<file path="config.mk">
export PLATFORM = sky130hd
export DESIGN_NAME = jls_frame_sequencer
export DESIGN_NICKNAME = d
export VERILOG_FILES = /design/src/rtl/jls_frame_sequencer.sv
export SDC_FILE = /design/constraint.sdc
export NUM_CORES = 1
export LEC_CHECK = 0
export ABC_CLOCK_PERIOD_IN_PS = 8400
export CORE_UTILIZATION = 40
export CTS_CLUSTER_DIAMETER = 40
export DETAILED_ROUTE_END_ITERATION = 8
export PLACE_DENSITY_LB_ADDON = 0.12
export SLEW_MARGIN = 20
export SYNTH_ARGS = -nofsm -noshare
export SYNTH_HDL_FRONTEND = slang
export SYNTH_SLANG_ARGS = --single-unit
</file>
<file path="constraint.sdc">
create_clock -name clk -period 8.4 [get_ports clk]
set_clock_uncertainty 0.15 [all_clocks]
set_input_delay 0.84 -clock clk [delete_from_list [all_inputs] [get_ports clk]]
set_output_delay 0.84 -clock clk [all_outputs]
set_load 0.05 [all_outputs]
</file>
<file path="src/rtl/jls_frame_sequencer.sv">
// Frame sequencer in front of a JPEG-LS encoder core: issues the start-of-frame
// header cycles, paces upstream pixels into the encoder (optionally with idle
// bubbles), flushes the encoder pipeline and waits for its last word.
//
// state     | meaning
// ----------+------------------------------------------------------------
// IDLE      | no frame; waits for i_start with an acceptable size
// SOF       | o_sof held with captured o_w/o_h for SOF_CYCLES cycles
// FEED      | o_pready=1; accepts one pixel per handshake
// BUBBLE    | NUM_BUBBLES idle cycles after each accepted pixel
// FLUSH     | encoder inputs held at 0 for FLUSH_CYCLES idle cycles
// WAIT_LAST | waits for the encoder's last word, then completes the frame
module jls_frame_sequencer #(
    parameter int SOF_CYCLES   = 13,
    parameter int FLUSH_CYCLES = 16,
    parameter int NUM_BUBBLES  = 0
) (
    input  logic        clk,
    input  logic        rstn,
    input  logic        i_start,
    input  logic [13:0] i_w,
    input  logic [13:0] i_h,
    input  logic        i_pvalid,
    input  logic [7:0]  i_pdata,
    output logic        o_pready,
    output logic        o_sof,
    output logic [13:0] o_w,
    output logic [13:0] o_h,
    output logic        o_e,
    output logic [7:0]  o_x,
    input  logic        i_enc_e,
    input  logic        i_enc_last,
    output logic        o_busy,
    output logic        o_done,
    output logic        o_err,
    output logic [23:0] o_words
);

    typedef enum logic [2:0] {IDLE, SOF, FEED, BUBBLE, FLUSH, WAIT_LAST} state_t;

    // Timer reload values (terminal count is zero).
    // Entering FLUSH straight from FEED, the first FLUSH cycle still carries the
    // final pixel on o_e, so one extra cycle is added to keep FLUSH_CYCLES idle
    // cycles after it. From BUBBLE the final pixel has already gone out.
    localparam logic [15:0] SOF_LD        = 16'((SOF_CYCLES > 0) ? SOF_CYCLES - 1 : 0);
    localparam logic [15:0] FLUSH_LD_FEED = 16'(FLUSH_CYCLES);
    localparam logic [15:0] FLUSH_LD_BUB  = 16'((FLUSH_CYCLES > 0) ? FLUSH_CYCLES - 1 : 0);
    localparam logic [15:0] BUB_LD        = 16'((NUM_BUBBLES > 0) ? NUM_BUBBLES - 1 : 0);

    state_t      state, state_nxt;
    logic [15:0] tmr, tmr_nxt;
    logic [13:0] w_q, h_q;
    logic [27:0] pix_cnt, pix_total, size_in;
    logic        done_seen;
    logic        start_req, size_bad, start_ok;
    logic        xfer, last_xfer, enc_last_hit, fin;

    // o_done blocks i_start so a new frame only starts the cycle after completion
    assign start_req    = (state == IDLE) && i_start && !o_done;
    assign size_bad     = (i_w < 14'd4) || (i_h > 14'd16382);
    assign start_ok     = start_req && !size_bad;
    assign size_in      = (28'(i_w) + 28'd1) * (28'(i_h) + 28'd1);
    assign xfer         = o_pready && i_pvalid;
    assign last_xfer    = xfer && ((pix_cnt + 28'd1) == pix_total);
    assign enc_last_hit = i_enc_e && i_enc_last;

    assign o_busy = (state != IDLE);
    assign o_sof  = (state == SOF);
    assign o_w    = o_sof ? w_q : 14'd0;
    assign o_h    = o_sof ? h_q : 14'd0;

    // State and phase timer registers
    always_ff @(posedge clk or negedge rstn) begin
        if (!rstn) begin
            state <= IDLE;
            tmr   <= 16'd0;
        end else begin
            state <= state_nxt;
            tmr   <= tmr_nxt;
        end
    end

    // Next-state and timer reload/decrement
    always_comb begin
        state_nxt = state;
        tmr_nxt   = tmr;
        fin       = 1'b0;
        case (state)
            IDLE: begin
                if (start_ok) begin
                    state_nxt = SOF;
                    tmr_nxt   = SOF_LD;
                end
            end
            SOF: begin
                if (tmr == 16'd0) state_nxt = FEED;
                else              tmr_nxt   = tmr - 16'd1;
            end
            FEED: begin
                if (xfer) begin
                    if (NUM_BUBBLES > 0) begin
                        state_nxt = BUBBLE;
                        tmr_nxt   = BUB_LD;
                    end else if (last_xfer) begin
                        state_nxt = FLUSH;
                        tmr_nxt   = FLUSH_LD_FEED;
                    end
                end
            end
            BUBBLE: begin
                if (tmr == 16'd0) begin
                    if (pix_cnt == pix_total) begin
                        state_nxt = FLUSH;
                        tmr_nxt   = FLUSH_LD_BUB;
                    end else begin
                        state_nxt = FEED;
                    end
                end else begin
                    tmr_nxt = tmr - 16'd1;
                end
            end
            FLUSH: begin
                if (tmr == 16'd0) begin
                    if (done_seen || enc_last_hit) begin
                        fin       = 1'b1;
                        state_nxt = IDLE;
                    end else begin
                        state_nxt = WAIT_LAST;
                    end
                end else begin
                    tmr_nxt = tmr - 16'd1;
                end
            end
            WAIT_LAST: begin
                if (enc_last_hit) begin
                    fin       = 1'b1;
                    state_nxt = IDLE;
                end
            end
            default: state_nxt = IDLE;
        endcase
    end

    // Frame capture, pixel/word counters and registered handshake/encoder outputs
    always_ff @(posedge clk or negedge rstn) begin
        if (!rstn) begin
            w_q       <= 14'd0;
            h_q       <= 14'd0;
            pix_total <= 28'd0;
            pix_cnt   <= 28'd0;
            done_seen <= 1'b0;
            o_words   <= 24'd0;
            o_pready  <= 1'b0;
            o_e       <= 1'b0;
            o_x       <= 8'd0;
            o_done    <= 1'b0;
            o_err     <= 1'b0;
        end else begin
            o_pready <= (state_nxt == FEED);
            o_e      <= xfer;
            o_x      <= xfer ? i_pdata : 8'd0;
            o_done   <= fin;
            o_err    <= start_req && size_bad;
            if (start_ok) begin
                w_q       <= i_w;
                h_q       <= i_h;
                pix_total <= size_in;
                pix_cnt   <= 28'd0;
                done_seen <= 1'b0;
                o_words   <= 24'd0;
            end else begin
                if (xfer)
                    pix_cnt <= pix_cnt + 28'd1;
                if ((state == FLUSH || state == WAIT_LAST) && enc_last_hit)
                    done_seen <= 1'b1;
                if (o_busy && i_enc_e && (o_words != 24'hFF_FFFF))
                    o_words <= o_words + 24'd1;
            end
        end
    end

endmodule

</file>
**Word-level counts from Yosys, hierarchy flattened**

Cells that the tools add are included.

- Memories kept: 0
- Bits in latches: 0
- Memory bits (read-only): 0
- RAM bits: 0
- Register bits after elaboration: 140
- Input bits: 42

- Divide/modulo/power cells: 0
- Order comparisons: 2
- $mul: 1
- Multiplexer cells: 30
- Reductions and logical operators: 24
- Equal/unequal tests: 14
- Add/sub/neg operators: 5
- Shift operators: 0
- Bitwise gates (word level): 0

Operators by type and width:

| operator | number |
|---|---|
| $mux W16 | 6 |
| $pmux W16 S4 | 1 |
| $eq A28 B28 Y1 | 2 |
| $mux W28 | 2 |
| $mux W24 | 2 |
| $add A14 B1 Y15 const B | 2 |
| $add A28 B1 Y28 const B | 1 |
| $mul A15 B15 Y28 | 1 |
| $mux W14 | 2 |
| $mux W3 | 9 |
| $add A24 B1 Y24 const B | 1 |
| $ne A24 B24 Y1 const B | 1 |
| $pmux W3 S6 | 1 |
| $logic_not A16 Y1 | 1 |
| $sub A16 B1 Y16 const B | 1 |
| $gt A14 B14 Y1 const B | 1 |
| $lt A14 B3 Y1 const B | 1 |
| $logic_and A1 B1 Y1 | 10 |
| $eq A3 B2 Y1 const B | 3 |
| $mux W8 | 1 |
| $ne A2 B2 Y1 const B | 4 |
| $eq A3 B3 Y1 const B | 2 |
| $reduce_and A6 Y1 | 1 |
| $reduce_bool A2 Y1 | 3 |
| other kinds (10) | 17 |

**Longest topological paths before layout**

Gate-level depths: netlist (run 1).

- Word-level depth: 7
- Depth in mapped cells: 28
- Depth with buffers taken out: 27

**Worst setup path before layout (run 1)**

Ideal clock, no wire load.

- Kind: input-to-reg
- Start point: input i_w[2]
- End point: register pix_total[24]
- Setup time: 0.095 ns
- Arrival: 7.491 ns
- Buffers on the path: 2
- Stages: 24
- Setup slack: 0.663 ns
- Path through: clkbuf_1 > and4_1 > nand4_1 > nor3_1 > xnor2_1 > clkbuf_1 > nor2_1 > fa_1 > inv_1 > fa_1 > inv_1 > fa_1 > fa_1 > fa_1 > inv_1 > fa_1 > inv_1 > ha_1 > a2111oi_0 > a2111oi_0 > o2111a_1 > o31a_1 > o21a_1 > o31ai_1

- Cells in the longest elaborated chain, start to end: 4
- Elaborated cells between the ends (all ways): 6
- Those cells by class: add/sub: 1; mul: 1; order compare: 1; reduce/logical: 3

Ends and longest elaborated chain:

| what | line | RTL |
|---|---|---|
| start: declaration | 21 | `input logic [13:0] i_w,` |
| parallel branches: the longest is 4 deep, another holds $mul A15 B15 Y28 | -- |  |
| end signal: assignment | 167 | `pix_total <= size_in;` |
| end: declaration | 53 | `logic [27:0] pix_cnt, pix_total, size_in;` |

Several ways; the timed one is not identified.
A chain may end at the register's enable or synchronous reset.

**Final worst setup path (run 1)**

- Start point: input i_h[0]
- End point: register pix_total[24]

- Cells in the longest elaborated chain, start to end: 4
- Elaborated cells between the ends (all ways): 6
- Those cells by class: add/sub: 1; mul: 1; order compare: 1; reduce/logical: 3

Ends and longest elaborated chain:

| what | line | RTL |
|---|---|---|
| start: declaration | 22 | `input logic [13:0] i_h,` |
| parallel branches: the longest is 4 deep, another holds $mul A15 B15 Y28 | -- |  |

Several ways; the timed one is not identified.

==> results by group, run 1 <==
Synth
  • Largest family of logic cells by synthesized area: adder cells
  • Proportion of synthesized area in mux cells: less than 1%
  • Sequential area share after synthesis: 23.32%
  • Post-synthesis compound-gate area fraction: between 7 and 8%
  • Synth warn: 0
  • Top FF cell, synth: dfrtp_1
  • FFs w/ async S/R, synth: 100.0%
  • Synth unique cells: 74
  • Synthesized Nets: slightly above 2,000
  • Adder-cell share of the synthesized area: 29.54%
  • Syn Area/Cell: 8.569 µm²
  • #FFs+latches synth: 140
  • Number of synthesized flops with an enable pin: 0
  • Xor and xnor fraction of the mapped netlist area: 8.430%
  • Synthesized cell area: roughly 0.015 mm²
  • Simple-Gate Fraction of Synth Area: 23.35%
  • Synth Instances: roughly 1,800

Global route
  • GR Overflow Total: 0
  • Tot GR Track Use: 21.67%
  • Vias in the first global route: 12,245
  • Largest net degree at the start of global routing: 92
  • Antenna violations before repair: 0
  • First-pass GRT wire length: 65,670 µm

Finish
  • Nets: 2,178
  • Area delta synth->final: 16.61%
  • Final Util: 47.62%
  • Ant diodes: 0
  • Most frequent cells in the layout: 240 x nor2_1, 229 x nand2_1, 222 x inv_1
  • Most common cell after layout, fill and taps aside: nor2_1
  • Layout cells sized above 1: 7.554%

Clocking
  • CTS sink count: 140
  • CTS Buffer Depth: 2
  • Hold buffers post-CTS: 0
  • CTS resizes: 0
  • CTS Buf Count: 17
  • Skew-Pair Late Insertion Delay: 0.45 ns
  • H-tree levels: 4
  • Clk slew on worst S/H paths: 0.06 ns
  • # Post-CTS Setup Buffers: 0
  • Root buf cell: clkbuf_16
  • TritonCTS clock tree: yes

Die
  • Chip Height: 195.8 µm
  • Die Area: 0.03833 mm²
  • Core Box Area: around 0.037 mm²
  • Row count: 70
  • Die width: 195.8 µm
  • # IOs: 108
  • Initial Util: 40.83%

Worst setup path
  • Crit path largest cell delay: 0.54 ns
  • Worst EP required: 8.60 ns
  • Slowest CP cell: fa_1
  • Startpoint types: input port
  • Most common cell on crit path: fa_1
  • CP endpoint kind: register
  • Critical path buffers and inverters: 7
  • Crit path max fanout: 17
  • CP Class: input port to register
  • CP top delay family: adder cells
  • CP Data Arrival Time: 8.20 ns

Placed design
  • Final GP Congestion: 0.9236
  • DP HPWL: approximately 30,000 µm
  • Port buffer count: 107
  • Dpl ws: -0.1400 ns

STA
  • Max-slew violations: 0
  • Minimum clock period: 8.000 ns
  • Final WS setup: 0.4001 ns
  • Setup Viol. Count Final: 0
  • Slew @ Worst Pin: 1.013 ns
  • Rel. slew slack: roughly 32%
  • Fin. Hold Viols: 0
  • Final cycle utilization of the critical path: 95.24%
  • FMAX: 125.0 MHz
  • RSZ-0062 raised after global routing: no

Route
  • DRC violations left: 0
  • Via Count: 12,185
  • Via density: 5.161
  • Initial DRC count: 827
  • TritonRoute pass-1 iters: 7
  • Routed wire length: 39,320 µm
  • Post-DR wirelength/cell: 16.66 µm
  • Post-route antenna net violation count: 0

Power and ir drop
  • Power Density: 385.6 mW/mm²
  • Switch Pwr: between 0.003 and 0.004 W
  • Fraction of power spent switching nets: slightly above 50%
  • Lkg Pwr: 8.446 nW
  • Power Internal: 0.003329 W
  • Max VDD drop: 0.3909 mV
  • Logic pwr share: approximately three quarters
  • Share of power burned in registers: 15.3%
  • Clk network pwr share: a little under an eighth

Outcome
  • Run status: completed

Min path
  • Hold Path Class: input port to asynchronous set/reset pin

Job
  • Total of max-cap violations: 0
==> synth_stat cells (11+ instances only) <==
| cell | number | share of area, % |
|---|---|---|
| a21oi_1 | 34 | 1.1 |
| a31oi_1 | 16 | 0.67 |
| and2_1 | 38 | 1.6 |
| and3_1 | 21 | 0.87 |
| clkbuf_1 | 48 | 1.2 |
| dfrtp_1 | 140 | 23 |
| fa_1 | 166 | 22 |
| ha_1 | 89 | 7.4 |
| inv_1 | 222 | 5.5 |
| nand2_1 | 229 | 5.7 |
| nand2b_1 | 24 | 1.0 |
| nand3_1 | 48 | 1.6 |
| nand4_1 | 29 | 1.2 |
| nor2_1 | 241 | 6.0 |
| nor2b_1 | 16 | 0.67 |
| nor3_1 | 26 | 0.87 |
| nor4_1 | 21 | 0.87 |
| o21a_1 | 11 | 0.55 |
| o21ai_0 | 41 | 1.4 |
| or2_2 | 14 | 0.58 |
| xnor2_1 | 74 | 4.3 |
| xor2_1 | 68 | 4.0 |
==> power by group through the flow <==
stage | registers (W) | logic (W) | clock network, W
after global routing | 0.00107 | 0.00565 | 0.000824
after global placement | 0.00104 | 0.00490 | 0
after floorplan | 0.00103 | 0.00359 | 0
after CTS | 0.00104 | 0.00499 | 0.000799
after detailed placement | 0.00105 | 0.00493 | 0
final | 0.00103 | 0.00494 | 0.000777
==> final cells by class <==
cell class                      count  area, µm²
Multi-Input combinational cell   1321      10400
Clock buffer                       17      425.4
Inverter                          223      837.1
Timing Repair Buffer              178       1605
Tap cell                          468      585.6
Clock inverter                     14      162.7
Sequential cell                   140       3503
Fill cell                        3568      19270
==> logic make-up after synthesis <==
group | count (synthesis)
xor gates and xnor gates | 143
muxes | 7
buffers and inverters | 292
DFF | 140
adders and majority gates | 255
AOI/OAI and AO/OA | 168
and+or+nand+nor | 748
==> state kept, by name, summed over array words and instances, names as in the netlist <==
register,cells
done_seen,1
h_q,14
o_done,1
o_e,1
o_err,1
o_pready,1
o_words,24
o_x,8
pix_cnt,28
pix_total,28
state,3
tmr,16
w_q,14
==> metal layers <==
metal	wire length, µm	GRT usage (%)	up-vias
met2	18020	33.61	259
met5	0	0	-
met4	336	4.485	0
met1	19020	31.85	6037
li1	-	-	5863
met3	1938	3.455	26
==> worst paths after layout <==
| path | end | cells past startpoint | startpoint | slack (ns) |
|---|---|---|---|---|
| worst min-delay path | o_words[12] | 1 | rstn | 0.30 |
| worst max-delay path | pix_total[24] | 25 | i_h[0] | 0.40 |
| worst max register to register | tmr[10] | 9 | pix_cnt[0] | 4.60 |
| worst min register to register | h_q[5] | 2 | h_q[5] | 0.32 |
| min in group clk | h_q[5] | 2 | h_q[5] | 0.32 |
| max in group asynchronous | h_q[8] | 2 | rstn | 6.62 |
==> metrics by stage <==
step	TNS [ns]	instance area, µm²	power, W	hold slack, ns	cells
2_1_floorplan	0	15020	0.004620	0.2874	1753
3_3_place_gp	-0.08993	16930	0.005947	0.2992	2330
3_5_place_dp	-0.1400	16930	0.005973	0.3048	2330
4_1_cts	0	17510	0.006821	0.3203	2361
5_1_grt	0	17520	0.007537	0.3388	2361
6_report	0	17520	0.006755	0.3011	2361
Note: power is estimated with default switching activity, not from simulation.
==> run 2: changes to the inputs <==
--- a/config.mk
+++ b/config.mk
@@ -5,12 +5,11 @@
 export SDC_FILE = /design/constraint.sdc
 export NUM_CORES = 1
 export LEC_CHECK = 0
-export ABC_CLOCK_PERIOD_IN_PS = 8400
 export CORE_UTILIZATION = 40
 export CTS_CLUSTER_DIAMETER = 40
 export DETAILED_ROUTE_END_ITERATION = 8
 export PLACE_DENSITY_LB_ADDON = 0.12
-export SLEW_MARGIN = 20
+export SLEW_MARGIN = 40
 export SYNTH_ARGS = -nofsm -noshare
 export SYNTH_HDL_FRONTEND = slang
 export SYNTH_SLANG_ARGS = --single-unit
==> run 2 against run 1 <==
Die area unchanged. Wire length about the same. Utilization about the same. Non-clock buffer count unchanged.
==> results by group, run 2 (synthesis gave the netlist of run 1 again) <==
Die
  • Die width: 195.8 µm (unchanged)
  • Initial Util: 40.83% (unchanged)
  • # IOs: 108 (unchanged)
  • Chip Height: 195.8 µm (unchanged)
  • Die Area: 0.03833 mm² (unchanged)
  • Core Box Area: 0.03679 mm² (unchanged)
  • Row count: 70 (unchanged)

STA
  • Setup Viol. Count Final: 0 (unchanged)
  • Fin. Hold Viols: 0 (unchanged)
  • Final cycle utilization of the critical path: 95.51% (was 95.24%)
  • Minimum clock period: 8.023 ns (was 8.000 ns)
  • Slew @ Worst Pin: 0.7758 ns (was 1.013 ns)
  • Hold WS: 0.2362 ns (was 0.3011 ns)
  • RSZ-0062 raised after global routing: no (unchanged)
  • Setup TNS: 0 ns (unchanged)
  • Max-slew violations: 0 (unchanged)
  • Rel. slew slack: 47.80% (was 32.49%)
  • FMAX: 124.6 MHz (was 125.0 MHz)

Clocking
  • CTS Buf Count: 17 (unchanged)
  • Hold buffers post-CTS: 0 (unchanged)
  • CTS resizes: 0 (unchanged)
  • CTS Buffer Depth: 2 (unchanged)
  • H-tree levels: 4 (unchanged)
  • Clk slew on worst S/H paths: 0.06 ns (about the same)
  • # Post-CTS Setup Buffers: 0 (unchanged)
  • TritonCTS clock tree: yes (unchanged)
  • Skew-Pair Late Insertion Delay: 0.45 ns (about the same)
  • Root buf cell: clkbuf_16 (unchanged)
  • CTS sink count: 140 (unchanged)

Route
  • Post-DR wirelength/cell: 16.65 µm (was 16.66 µm)
  • DRC violations left: 0 (unchanged)
  • Post-route antenna net violation count: 0 (unchanged)
  • Via Count: 12,183 (was 12,185)
  • Initial DRC count: 767 (was 827)
  • Routed wire length: 39,330 µm (was 39,320 µm)
  • TritonRoute pass-1 iters: 5 (was 7)
  • Via density: 5.158 (was 5.161)

Outcome
  • Run status: completed (unchanged)

Placed design
  • Port buffer count: 107 (unchanged)
  • DP HPWL: 30,880 µm (was 30,800 µm)
  • Final GP Congestion: 0.9236 (unchanged)
  • Post-Place Cells: 2,330 (unchanged)

Worst setup path
  • CP Class: input port to register (unchanged)
  • Crit path max fanout: 17 (unchanged)
  • Critical path buffers and inverters: 7 (unchanged)
  • CP endpoint kind: register (unchanged)
  • Most common cell on crit path: fa_1 (unchanged)
  • CP top delay family: adder cells (unchanged)
  • Slowest CP cell: fa_1 (unchanged)
  • Crit path largest cell delay: 0.54 ns (about the same)
  • Startpoint types: input port (unchanged)
  • CP Data Arrival Time: 8.22 ns (was 8.20 ns)
  • Worst EP required: 8.60 ns (about the same)

Finish
  • Ant diodes: 0 (unchanged)
  • Most frequent cells in the layout: 240 x nor2_1, 229 x nand2_1, 222 x inv_1 (unchanged)
  • Biggest registers after layout: pix_cnt (28), pix_total (28), o_words (24) (unchanged)
  • Most common cell after layout, fill and taps aside: nor2_1 (unchanged)
  • Final Non-Filler Cells: 2,362 (was 2,361)
  • Nets: 2,178 (unchanged)
  • Area delta synth->final: 16.69% (was 16.61%)
  • Layout cells sized above 1: 7.603% (was 7.554%)

Power and ir drop
  • Power Density: 386.0 mW/mm² (was 385.6 mW/mm²)
  • Max VDD drop: 0.3869 mV (was 0.3909 mV)
  • Tot Pwr: 0.006765 W (was 0.006755 W)
  • Lkg Pwr: 8.453 nW (was 8.446 nW)

Global route
  • GR Overflow Total: 0 (unchanged)
  • Antenna violations before repair: 0 (unchanged)
  • Tot GR Track Use: 21.78% (was 21.67%)
  • First-pass GRT wire length: 66,010 µm (was 65,670 µm)
  • Vias in the first global route: 12,304 (was 12,245)
  • Largest net degree at the start of global routing: 92 (unchanged)

Job
  • Total of max-cap violations: 0 (unchanged)

Min path
  • Hold Path Class: input port to asynchronous set/reset pin (unchanged)
==> run 2: area by class of cell <==
type	count	area (µm²)
clock buffer	18	429.2
timing repair buffer	178	1613
inverter	223	837.1
fill	3644	19260
sequential	140	3503
tap	468	585.6
clock inverter	14	158.9
multi-input combinational	1321	10400
==> run 2: routing by layer <==
layer	up-vias	GRT usage, %	share of wire (%)	wire (µm)
met1	6046	32.53	49	19400
met4	0	4.948	1.0	403
met3	30	2.940	3.9	1551
li1	5879	-	-	-
met5	-	0	0	0
met2	228	33.40	46	17970
==> run 2: per-stage QoR <==
step / setup WS [ns] / utilization [%] / instance area (µm²)
floorplan: 0.6631 / - / 15020
global placement: -0.08993 / 46.01 / 16930
detailed placement: -0.1514 / 46.05 / 16940
CTS: 0.2796 / 47.65 / 17530
global route: 0.01224 / 47.65 / 17530
finish: 0.3768 / 47.65 / 17530
==> run 2: power breakdown <==
part	switching [W]	leakage, nW	internal [W]	total, W
clock network	0.000335	0.281	0.000443	0.000779
registers	0.000177	1.84	0.000857	0.00103
logic	0.00292	6.34	0.00203	0.00495
total	0.00343	8.45	0.00333	0.00677
==> run 2: path summary, 6_finish.rpt <==
kind / slack [ns] / start / cells past startpoint / to
max in group asynchronous: 6.72 / rstn / 2 / h_q[10]
setup reg to reg: 4.57 / pix_cnt[0] / 9 / tmr[1]
min in group clk: 0.31 / h_q[5] / 2 / h_q[5]
setup / recovery: 0.38 / i_h[0] / 25 / pix_total[24]
hold / removal: 0.24 / rstn / 1 / o_words[17]
hold reg to reg: 0.31 / h_q[5] / 2 / h_q[5]
